$ cat config.mk
export PLATFORM = sky130hd
export DESIGN_NAME = aes_share
export DESIGN_NICKNAME = d
export VERILOG_FILES = /design/src/rtl/aes_share.sv
export SDC_FILE = /design/constraint.sdc
export NUM_CORES = 1
export LEC_CHECK = 0
export ABC_AREA = 1
export CAP_MARGIN = 20
export CORE_AREA = 2 2 352 354
export DETAILED_ROUTE_END_ITERATION = 6
export DIE_AREA = 0 0 354 356
export PLACE_DENSITY_LB_ADDON = 0.12
export SETUP_SLACK_MARGIN = 0.2
export SYNTH_ARGS = -nofsm -noshare
export SYNTH_HDL_FRONTEND = slang
export SYNTH_SLANG_ARGS = --single-unit
$ cat constraint.sdc
create_clock -name clk -period 1.9 [get_ports clk]
set_clock_uncertainty 0.1 [all_clocks]
set_input_delay 0.38 -clock clk [delete_from_list [all_inputs] [get_ports clk]]
set_output_delay 0.38 -clock clk [all_outputs]
set_load 0.01 [all_outputs]
$ cat src/rtl/aes_share.sv
// Round-robin arbiter sharing one iterative aes core among N_REQ requesters.
// Grants one block per turn, drives start/init and returns the result or a watchdog abort.
module aes_share #(
  parameter int N_REQ   = 4,
  parameter int DATA_W  = 128,
  parameter int TIMEOUT = 255
) (
  input  logic                      clk,
  input  logic                      rst,
  input  logic [N_REQ-1:0]          req_valid,
  input  logic [N_REQ*DATA_W-1:0]   req_data,
  output logic [N_REQ-1:0]          req_ready,
  output logic [N_REQ-1:0]          resp_valid,
  output logic                      resp_err,
  output logic [DATA_W-1:0]         resp_data,
  output logic                      aes_start,
  output logic [DATA_W-1:0]         aes_state_init,
  input  logic                      aes_done,
  input  logic [DATA_W-1:0]         aes_state_final,
  input  logic                      err_clr,
  output logic                      err_sticky
);

  localparam int PTR_W = (N_REQ > 1) ? $clog2(N_REQ) : 1;
  localparam int CNT_W = $clog2(TIMEOUT + 1);
  localparam logic [CNT_W-1:0] CNT_LAST = CNT_W'(TIMEOUT - 1);
  localparam logic [CNT_W-1:0] CNT_MAX  = '1;
  localparam logic [PTR_W-1:0] PTR_LAST = PTR_W'(N_REQ - 1);

  typedef enum logic [1:0] {IDLE, START, WAIT} state_e;

  state_e             state_q, state_d;
  logic [PTR_W-1:0]   ptr_q, ptr_d;
  logic [PTR_W-1:0]   gnt_q, gnt_d;
  logic [CNT_W-1:0]   cnt_q, cnt_d;
  logic               aes_start_q, aes_start_d;
  logic [DATA_W-1:0]  aes_state_init_q, aes_state_init_d;
  logic [N_REQ-1:0]   resp_valid_q, resp_valid_d;
  logic               resp_err_q, resp_err_d;
  logic [DATA_W-1:0]  resp_data_q, resp_data_d;
  logic               err_sticky_q, err_sticky_d;

  logic [PTR_W-1:0]   pick;
  logic               pick_vld;
  logic [PTR_W-1:0]   ptr_next;
  logic [DATA_W-1:0]  lanes [N_REQ];

  for (genvar i = 0; i < N_REQ; i++) begin : g_lane
    assign lanes[i] = req_data[i*DATA_W +: DATA_W];
  end

  // First pending requester at or after ptr, wrapping.
  always_comb begin
    int idx;
    logic [PTR_W-1:0] idx_p;
    pick     = '0;
    pick_vld = 1'b0;
    idx      = 0;
    idx_p    = '0;
    for (int k = 0; k < N_REQ; k++) begin
      idx   = (int'(ptr_q) + k) % N_REQ;
      idx_p = PTR_W'(idx);
      if (!pick_vld && req_valid[idx_p]) begin
        pick_vld = 1'b1;
        pick     = idx_p;
      end
    end
  end

  always_comb begin
    req_ready = '0;
    if (!rst && state_q == IDLE && pick_vld) req_ready[pick] = 1'b1;
  end

  assign ptr_next = (gnt_q == PTR_LAST) ? '0 : gnt_q + 1'b1;

  always_comb begin
    state_d          = state_q;
    ptr_d            = ptr_q;
    gnt_d            = gnt_q;
    cnt_d            = cnt_q;
    aes_start_d      = 1'b0;
    aes_state_init_d = aes_state_init_q;
    resp_valid_d     = '0;
    resp_err_d       = resp_err_q;
    resp_data_d      = resp_data_q;
    err_sticky_d     = err_clr ? 1'b0 : err_sticky_q;
    case (state_q)
      IDLE: begin
        if (pick_vld) begin
          gnt_d            = pick;
          aes_state_init_d = lanes[pick];
          aes_start_d      = 1'b1;
          state_d          = START;
        end
      end
      START: begin
        // The counter includes the START cycle, so an abort surfaces TIMEOUT cycles after it.
        cnt_d   = CNT_W'(1);
        state_d = WAIT;
      end
      WAIT: begin
        if (cnt_q != CNT_MAX) cnt_d = cnt_q + 1'b1;
        if (aes_done) begin
          resp_data_d         = aes_state_final;
          resp_valid_d[gnt_q] = 1'b1;
          resp_err_d          = 1'b0;
          ptr_d               = ptr_next;
          state_d             = IDLE;
        end else if (cnt_q == CNT_LAST) begin
          resp_data_d         = '0;
          resp_valid_d[gnt_q] = 1'b1;
          resp_err_d          = 1'b1;
          err_sticky_d        = 1'b1;
          ptr_d               = ptr_next;
          state_d             = IDLE;
        end
      end
      default: state_d = IDLE;
    endcase
  end

  always_ff @(posedge clk) begin
    if (rst) begin
      state_q          <= IDLE;
      ptr_q            <= '0;
      gnt_q            <= '0;
      cnt_q            <= '0;
      aes_start_q      <= 1'b0;
      aes_state_init_q <= '0;
      resp_valid_q     <= '0;
      resp_err_q       <= 1'b0;
      resp_data_q      <= '0;
      err_sticky_q     <= 1'b0;
    end else begin
      state_q          <= state_d;
      ptr_q            <= ptr_d;
      gnt_q            <= gnt_d;
      cnt_q            <= cnt_d;
      aes_start_q      <= aes_start_d;
      aes_state_init_q <= aes_state_init_d;
      resp_valid_q     <= resp_valid_d;
      resp_err_q       <= resp_err_d;
      resp_data_q      <= resp_data_d;
      err_sticky_q     <= err_sticky_d;
    end
  end

  assign aes_start      = aes_start_q;
  assign aes_state_init = aes_state_init_q;
  assign resp_valid     = resp_valid_q;
  assign resp_err       = resp_err_q;
  assign resp_data      = resp_data_q;
  assign err_sticky     = err_sticky_q;

endmodule
# Word level (Yosys, flattened, before mapping)

Cells that the tools add are included.

Word-level logic and storage cells: 99
Register bits after elaboration: 277
Input port bits: 648

Bitwise operators: 3
Multiplexer cells: 44
$add $sub $neg: 5
Reductions and logical operators: 20
Equal/unequal tests: 8
$lt $le $gt $ge: 9

Operator list:

| operator              | number |
|---|---|
| $mux W128             | 4 |
| $bmux W128 S2         | 1 |
| $mux W2               | 10 |
| $lt A2 B3 Y1 const B  | 6 |
| $mux W1               | 17 |
| $pmux W8 S2           | 1 |
| $mux W4               | 3 |
| $add A8 B1 Y8 const B | 1 |
| $bmux W1 S2           | 4 |
| $eq A8 B8 Y1 const B  | 1 |
| $mux W8               | 1 |
| $ne A8 B8 Y1 const B  | 1 |
| $reduce_and A2 Y1     | 4 |
| $logic_and A1 B1 Y1   | 7 |
| $pmux W2 S3           | 1 |
| $add A2 B1 Y2 const B | 2 |
| $add A2 B2 Y2 const B | 2 |
| $demux W1 S2          | 2 |
| $eq A2 B2 Y1 const B  | 2 |
| $ge A2 B1 Y1 const B  | 2 |
| $logic_not A1 Y1      | 4 |
| $ne A2 B2 Y1 const B  | 2 |
| $reduce_bool A2 Y1    | 2 |
| $reduce_or A2 Y1      | 2 |
| other kinds (6)       | 7 |

# Longest topological paths before layout

Gate-level depths: netlist of the first run.

Depth after elaboration: 17
Mapped depth: 17
Gate-level depth less buffers: 15

# Worst setup path before layout of the first run

OpenSTA, ideal clock, no wires.

Path type: reg-to-output
Start: reg ptr_q[0]
End: out req_ready[1]
Buffers on the path: 3
Data required time: 1.420 ns
Cell stages (with the launch flop): 12
Path slack: -0.351 ns
Arrival time: 1.771 ns
Cell sequence: dfxtp_1 buf_4 nand2_1 nand3_1 nand2_2 nor2_4 nand3_2 nand2_4 nand2_4 buf_4 buf_2 nor3_1

Longest elaborated chain between the ends: 17
Elaborated cells on any way between the ends: 32

Ends and longest elaborated chain:

| item                                                  | RTL line | RTL |
|---|---|---|
| start, declared                                       | 33       | `logic [PTR_W-1:0] ptr_q, ptr_d;` |
| start signal, assigned                                | 137      | `ptr_q <= ptr_d;` |
| branches (longest 16 deep; another with $lt A2 B3 Y1) | n/a      |  |
| $mux W4 (*)                                           | 72       | `if (!rst && state_q == IDLE && pick_vld) req_ready[pick] = 1'b1;` |
| end, declared                                         | 12       | `output logic [N_REQ-1:0] req_ready,` |

Every way passes the cells marked *. The select of a mux whose other input is x is not followed.

# Worst setup path after layout of the first run

Ends and elaborated chain as after synthesis.

==> metrics, run 1 <==
status=finished, violations left; failing checks=negative setup slack; #FFs+latches synth=around 280; Max-slew headroom=38.1%; complex-gate fraction of the synthesized area=~6.8%; crit-path cells=buf_12, nand2_8, nand2_8, nand2_4, nand2_4, nor2_4, nand2_4, o21ai_4, inv_8, nand2_8, buf_6, nor3_4, buf_2; Yosys warnings=0; unrepaired setup endpoints after global routing=yes; clk root buf=clkbuf_16; drt first pass iters=5; routed vias/inst=~3.8; Yosys cell types=30; worst-path fanout max=5; syn_area_per_cell=about 6.0 um2; later-pin clock latency in the skew report=~0.62 ns; Non-Filler Instances=approximately 5000; initial antenna violation count=21; Final Power=approximately 28000 uW; area of the multi-input gates=8880 um2; Worst Setup Start Kind=flop; DRT antenna net count=0; post-synthesis simple-gate area fraction=between 40% and 50%; DP Area=~27000 um2; final worst-path cycle share=147%; WL final=106000 um; max-slew violations=0; mux contribution to synthesized area=0%; grt ovf=0; Synth Area in Adders=less than 1%; critical path type=reg -> out; IO Pins=915; DRT iter0 DRCs=between 1000 and 1500; Finished Core Util=between 20% and 30%; # rows=129; TritonCTS clock tree=yes; sequential cell area=between 5000 and 6000 um2; CORE AREA=123000 um2; dpl cells=5006; Post-CTS Hold Buffers=0; Fmax=approximately 360 MHz; Fin. Hold Viols=0; worst path setup slack after routing=-0.889 ns; Bufs on Longest Clock Path=3; Mapped Cells=about 2500; number of buffers created by CTS=44; fin crit period=2.79 ns; worst-margin pin slew=between 0.9 and 1 ns; Max-Cap Viols=0; Final Cell Area=between 30000 and 40000 um2; fill count=approximately 14000; Hold WC Path Type=in -> reg; Sink Count=roughly 280; Total GRT Usage=about 16%; Power Density=932 nW/um2; VDD IR max=between 0.6 and 0.7 mV; vias in the first global route=20000; Clock Pin Slew Worst Setup and Hold Paths=around 0.060 ns; via count=roughly 20000; WP data required=approximately 1.4 ns; layout net count=between 4000 and 5000; total number of H-tree levels=2; xor/xnor cell area share of the yosys netlist=0%; largest family of logic cells by synthesized area=simple AND/OR/NAND/NOR gates; Seq/Total Area, Yosys=36.8%; Post-DP HPWL=slightly below 80000 um; die height=around 360 um; Synth Cell Area=15100 um2; DRC=0; port bufs=~910; WL/cell=20.6 um; global-route wire length before repair=between 100000 and 150000 um; leakage=0.0129 uW; WHS=around 0.15 ns; Critical Path Max Stage Delay=about 0.37 ns; count of final setup violators=around 370; Arr. time, crit path=2.31 ns; die footprint=between 100000 and 150000 um2; Die X=354 um; Starting Density=about an eighth; largest net degree at the start of global routing=around 140; Crit. End Element=output port; CP max stage cell=dfxtp_4; share of cells above drive strength 1=11.3%; Syn Nets=approximately 3200; RePlAce Congestion=approximately 0.8; Layout area overhead=99.3%
## worst max-delay path: cells and delay by family, from the launching register on
kind / cells / cell delay [ns]
AND/OR/NAND/NOR: 8 / 0.63
buffers and inverters: 4 / 0.46
flip-flops: 1 / 0.37
AO/OA/AOI/OAI: 1 / 0.20
## per-stage QoR
stage / setup TNS (ns) / setup WS [ns]
after floorplan: -3.21 / -0.173
after global placement: -142.84 / -1.20
after detailed placement: -144.22 / -1.18
after CTS: -135.08 / -1.00
after global routing: -155.98 / -1.05
final: -105.33 / -0.889
## where the power goes
group	total, uW	internal (uW)	switching [uW]
logic	12500	5800	6670
clock network	8460	4980	3480
registers	7070	6610	457
total	28000	17400	10600
## metal layers
metal / wire length (um) / up-vias / share of wire [%] / global-route usage [%]
met4: 2770 / 6 / 2.6 / 5.60
li1: - / 9917 / - / -
met2: 52500 / 547 / 49 / 27.8
met1: 44400 / 9019 / 42 / 18.9
met3: 6610 / 103 / 6.2 / 4.39
met5: 35 / - / 0.033 / 0
## state kept, by name, indices dropped and copies added, names as in the netlist
signal / count
aes_state_init: 128
resp_data: 128
cnt_q: 8
resp_valid: 4
gnt_q: 2
ptr_q: 2
state_q: 2
aes_start: 1
err_sticky: 1
resp_err: 1
## layout make-up
type                       instances  area share, %
antenna                           18          0.150
clock buffer                      64           4.28
clock inverter                    15          0.595
inverter                         128           1.67
multi-input combinational       1936           29.6
sequential                       277           18.5
tap                             1637           6.82
timing repair buffer            1076           38.4
## kinds of logic (layout without fill, tap and decap cells)
logic type	count (synthesis)	count (layout)
buffers and inverters	319	1283
adders and majority gates	6	6
AOI/OAI and AO/OA	199	199
other	0	18
DFF	277	277
and+or+nand+nor	1731	1731
## cells in the mapped netlist
cell	number	share of area [%]
clkinv_1	1	0.025
a31oi_1	1	0.042
buf_6	1	0.075
a21oi_1	142	4.7
a211oi_1	3	0.15
inv_1	122	3.0
dfxtp_1	277	37
o21bai_1	1	0.050
nor2_4	2	0.15
nand2_1	1012	25
o21ai_1	2	0.066
nand3_1	429	14
nor2_1	271	6.7
buf_1	11	0.27
o22ai_1	2	0.083
buf_4	7	0.35
ha_1	6	0.50
inv_2	5	0.12
o21ai_0	45	1.5
a21boi_1	1	0.050
a221oi_1	1	0.058
nand4_1	1	0.042
buf_2	84	2.8
clkbuf_1	88	2.2
nand2_2	4	0.17
nor2_2	2	0.083
nand3_2	1	0.066
nor3_1	7	0.23
nand2_4	2	0.15
o221a_2	1	0.075
## final timing paths
| kind | start | to | slack [ns] | depth (start not counted) |
|---|---|---|---|---|
| min | rst | aes_start | 0.15 | 5 |
| max | ptr_q[0] | req_ready[1] | -0.89 | 13 |
| max reg2reg | ptr_q[0] | aes_state_init[88] | -0.74 | 19 |
| min reg2reg | resp_data[98] | resp_data[98] | 0.36 | 2 |
## cells in the final DEF, fill, tap and decap left out, drive strengths merged, types with 2 or more instances in the layout
master and n:
a211oi 3, a21oi 142, buf 174, bufbuf 3, bufinv 2, clkbuf 77, clkdlybuf4s50 885, clkinv 11
dfxtp 277, diode 18, ha 6, inv 129, nand2 1018, nand3 430, nor2 275, nor3 7
o21ai 47, o22ai 2
## repair_timing
| action | CTS | global route |
|---|---|---|
| gates cloned | 14 | 7 |
| buffers inserted | 17 | 10 |
| pin swaps | 15 | 41 |
| endpoints found under the setup margin | 529 | 530 |
| gates resized for setup | 180 | 154 |
(Power assumes the default switching activity.)
==> run 2, diff against run 1 <==
--- a/config.mk
+++ b/config.mk
@@ -11,7 +11,7 @@
 export DETAILED_ROUTE_END_ITERATION = 6
 export DIE_AREA = 0 0 354 356
 export PLACE_DENSITY_LB_ADDON = 0.12
-export SETUP_SLACK_MARGIN = 0.2
+export SETUP_SLACK_MARGIN = 0.5
 export SYNTH_ARGS = -nofsm -noshare
 export SYNTH_HDL_FRONTEND = slang
 export SYNTH_SLANG_ARGS = --single-unit
==> metrics, run 2 (synthesis results as in run 1) <==
grt ovf=0 (unchanged); Die X=354 um (unchanged); clk root buf=clkbuf_16 (unchanged); worst-margin pin slew=0.557 ns (was 0.928 ns); leakage=0.0135 uW (was 0.0129 uW); share of cells above drive strength 1=16.1% (was 11.3%); # rows=129 (unchanged); later-pin clock latency in the skew report=0.62 ns (about the same); commonest non-fill, non-tap cells in the layout=910 x nand2_1, 896 x clkdlybuf4s50_1, 297 x nand3_1 (was 959 x nand2_1, 885 x clkdlybuf4s50_1, 380 x nand3_1); hold path cells=3 (was 5); WHS=0.103 ns (was 0.149 ns); TritonCTS clock tree=yes (unchanged); VDD IR max=0.632 mV (was 0.667 mV); CP max stage cell=dfxtp_4 (unchanged); crit-path cells=buf_6, nand2_4, nand2_4, nand2_1, o21ai_2, buf_4, o21ai_4, inv_8, nand2_8, nor3_4, buf_6 (was buf_12, nand2_8, nand2_8, nand2_4, nand2_4, nor2_4, nand2_4, o21ai_4, inv_8, nand2_8, buf_6, nor3_4, buf_2); IO Pins=915 (unchanged); status=finished, violations left (unchanged); Non-Filler Instances=5175 (was 5151); WP depth=11 (was 13); Starting Density=12.3% (unchanged); Setup TNS Final=-106.04 ns (was -105.33 ns); Arr. time, crit path=2.22 ns (was 2.31 ns); Worst Setup Start Kind=flop (unchanged); R2R depth=17 (was 19); Power Density=926 nW/um2 (was 932 nW/um2); die footprint=126000 um2 (unchanged); global-route wire length before repair=148000 um (was 147000 um); Fin. Hold Viols=0 (unchanged); Total GRT Usage=16.1% (was 16.0%); Clock Pin Slew Worst Setup and Hold Paths=0.06 ns (about the same); Layout area overhead=109% (was 99.3%); commonest non-fill, non-tap cell in the layout=nand2_1 (unchanged); WL final=109000 um (was 106000 um); crit-path leading delay family=simple AND/OR/NAND/NOR gates (unchanged); Post-DP HPWL=76100 um (was 78700 um); max-slew violations=0 (unchanged); via count=20100 (was 19600); CORE AREA=123000 um2 (unchanged); WL/cell=21.0 um (was 20.6 um); layout net count=4151 (was 4117); Critical Path Max Stage Delay=0.39 ns (was 0.37 ns); initial antenna violation count=13 (was 21); Fmax=371 MHz (was 359 MHz); routed vias/inst=3.88 (was 3.80); Sink Count=277 (unchanged); WP buf/inv=4 (unchanged); DRC=0 (unchanged); dpl cells=5010 (was 5006); die height=356 um (unchanged); worst-path fanout max=5 (unchanged); number of buffers created by CTS=42 (was 44); vias in the first global route=19900 (was 20000); count of final setup violators=384 (was 373); Final Power=29200 uW (was 28000 uW); worst path setup slack after routing=-0.797 ns (was -0.889 ns); total number of H-tree levels=2 (unchanged); unrepaired setup endpoints after global routing=yes (unchanged); RePlAce Congestion=0.820 (was 0.801); critical path type=reg -> out (unchanged); Max-slew headroom=62.9% (was 38.1%); port bufs=914 (unchanged); worst slack at placement=-1.17 ns (was -1.18 ns); failing checks=negative setup slack (unchanged); DRT iter0 DRCs=1116 (was 1002); Bufs on Longest Clock Path=3 (unchanged); final worst-path cycle share=142% (was 147%); WP data required=1.42 ns (about the same); Crit. End Element=output port (unchanged); DRT antenna net count=0 (unchanged); Hold WC Path Type=in -> reg (unchanged); Max-Cap Viols=0 (unchanged); fin crit period=2.70 ns (was 2.79 ns); drt first pass iters=5 (unchanged); largest net degree at the start of global routing=92 (was 143)
[run 2: changes by cell type in the layout (fill, tap and decap cells not counted), sizes merged, moves of 4 or more]
cell           previous run  this run
clkdlybuf4s50           885       896
diode                    18         8
clkbuf                   77        85
clkinv                   11         7
buf                     174       193
[run 2: layer usage]
metal	vias to the layer above	routed length, um	global-route usage (%)
li1	9979	-	-
met1	9385	45800	19.3
met2	612	53900	28.5
met3	113	6700	3.98
met4	6	2340	4.07
met5	-	41	0
[run 2: path summary, 6_finish.rpt]
check                         to  slack, ns     start
min reg2reg             cnt_q[4]       0.36  cnt_q[4]
max reg2reg  aes_state_init[119]      -0.70  ptr_q[0]
min                     ptr_q[0]       0.10       rst
max                 req_ready[3]      -0.80  ptr_q[0]
[run 2: area by class of cell]
type | count | area [um2]
Tap cell | 1637 | 2050
Inverter | 128 | 503
Sequential cell | 277 | 5570
Multi-Input combinational cell | 1936 | 9620
Fill cell | 13600 | 91100
Timing Repair Buffer | 1112 | 12400
Clock buffer | 69 | 1230
Antenna cell | 8 | 20.0
Clock inverter | 8 | 134
[run 2: what timing repair did]
item,in CTS,in global routing
hold buffers,0,0
setup endpoints to repair,538,541
buffers inserted,19,15
pin swaps,57,111
gates cloned,29,17
gates resized for setup,203,277
[run 2: through the flow]
stage          util (%)  instance area [um2]
2_1_floorplan         -                15300
3_3_place_gp       21.9                26900
3_5_place_dp       21.9                26900
6_report           25.7                31600
5_1_grt            25.7                31600
4_1_cts            24.4                30000
[run 2: power by group]
part / switching [uW] / total (uW) / internal [uW]
clock: 3360 / 7970 / 4610
sequential: 474 / 7090 / 6620
combinational: 7370 / 14200 / 6810
[run 2: tightest hold or removal path, stage by stage]
cell and delay [ns]:
clkbuf_8 0.10, buf_4 0.21, a211oi_1 0.08
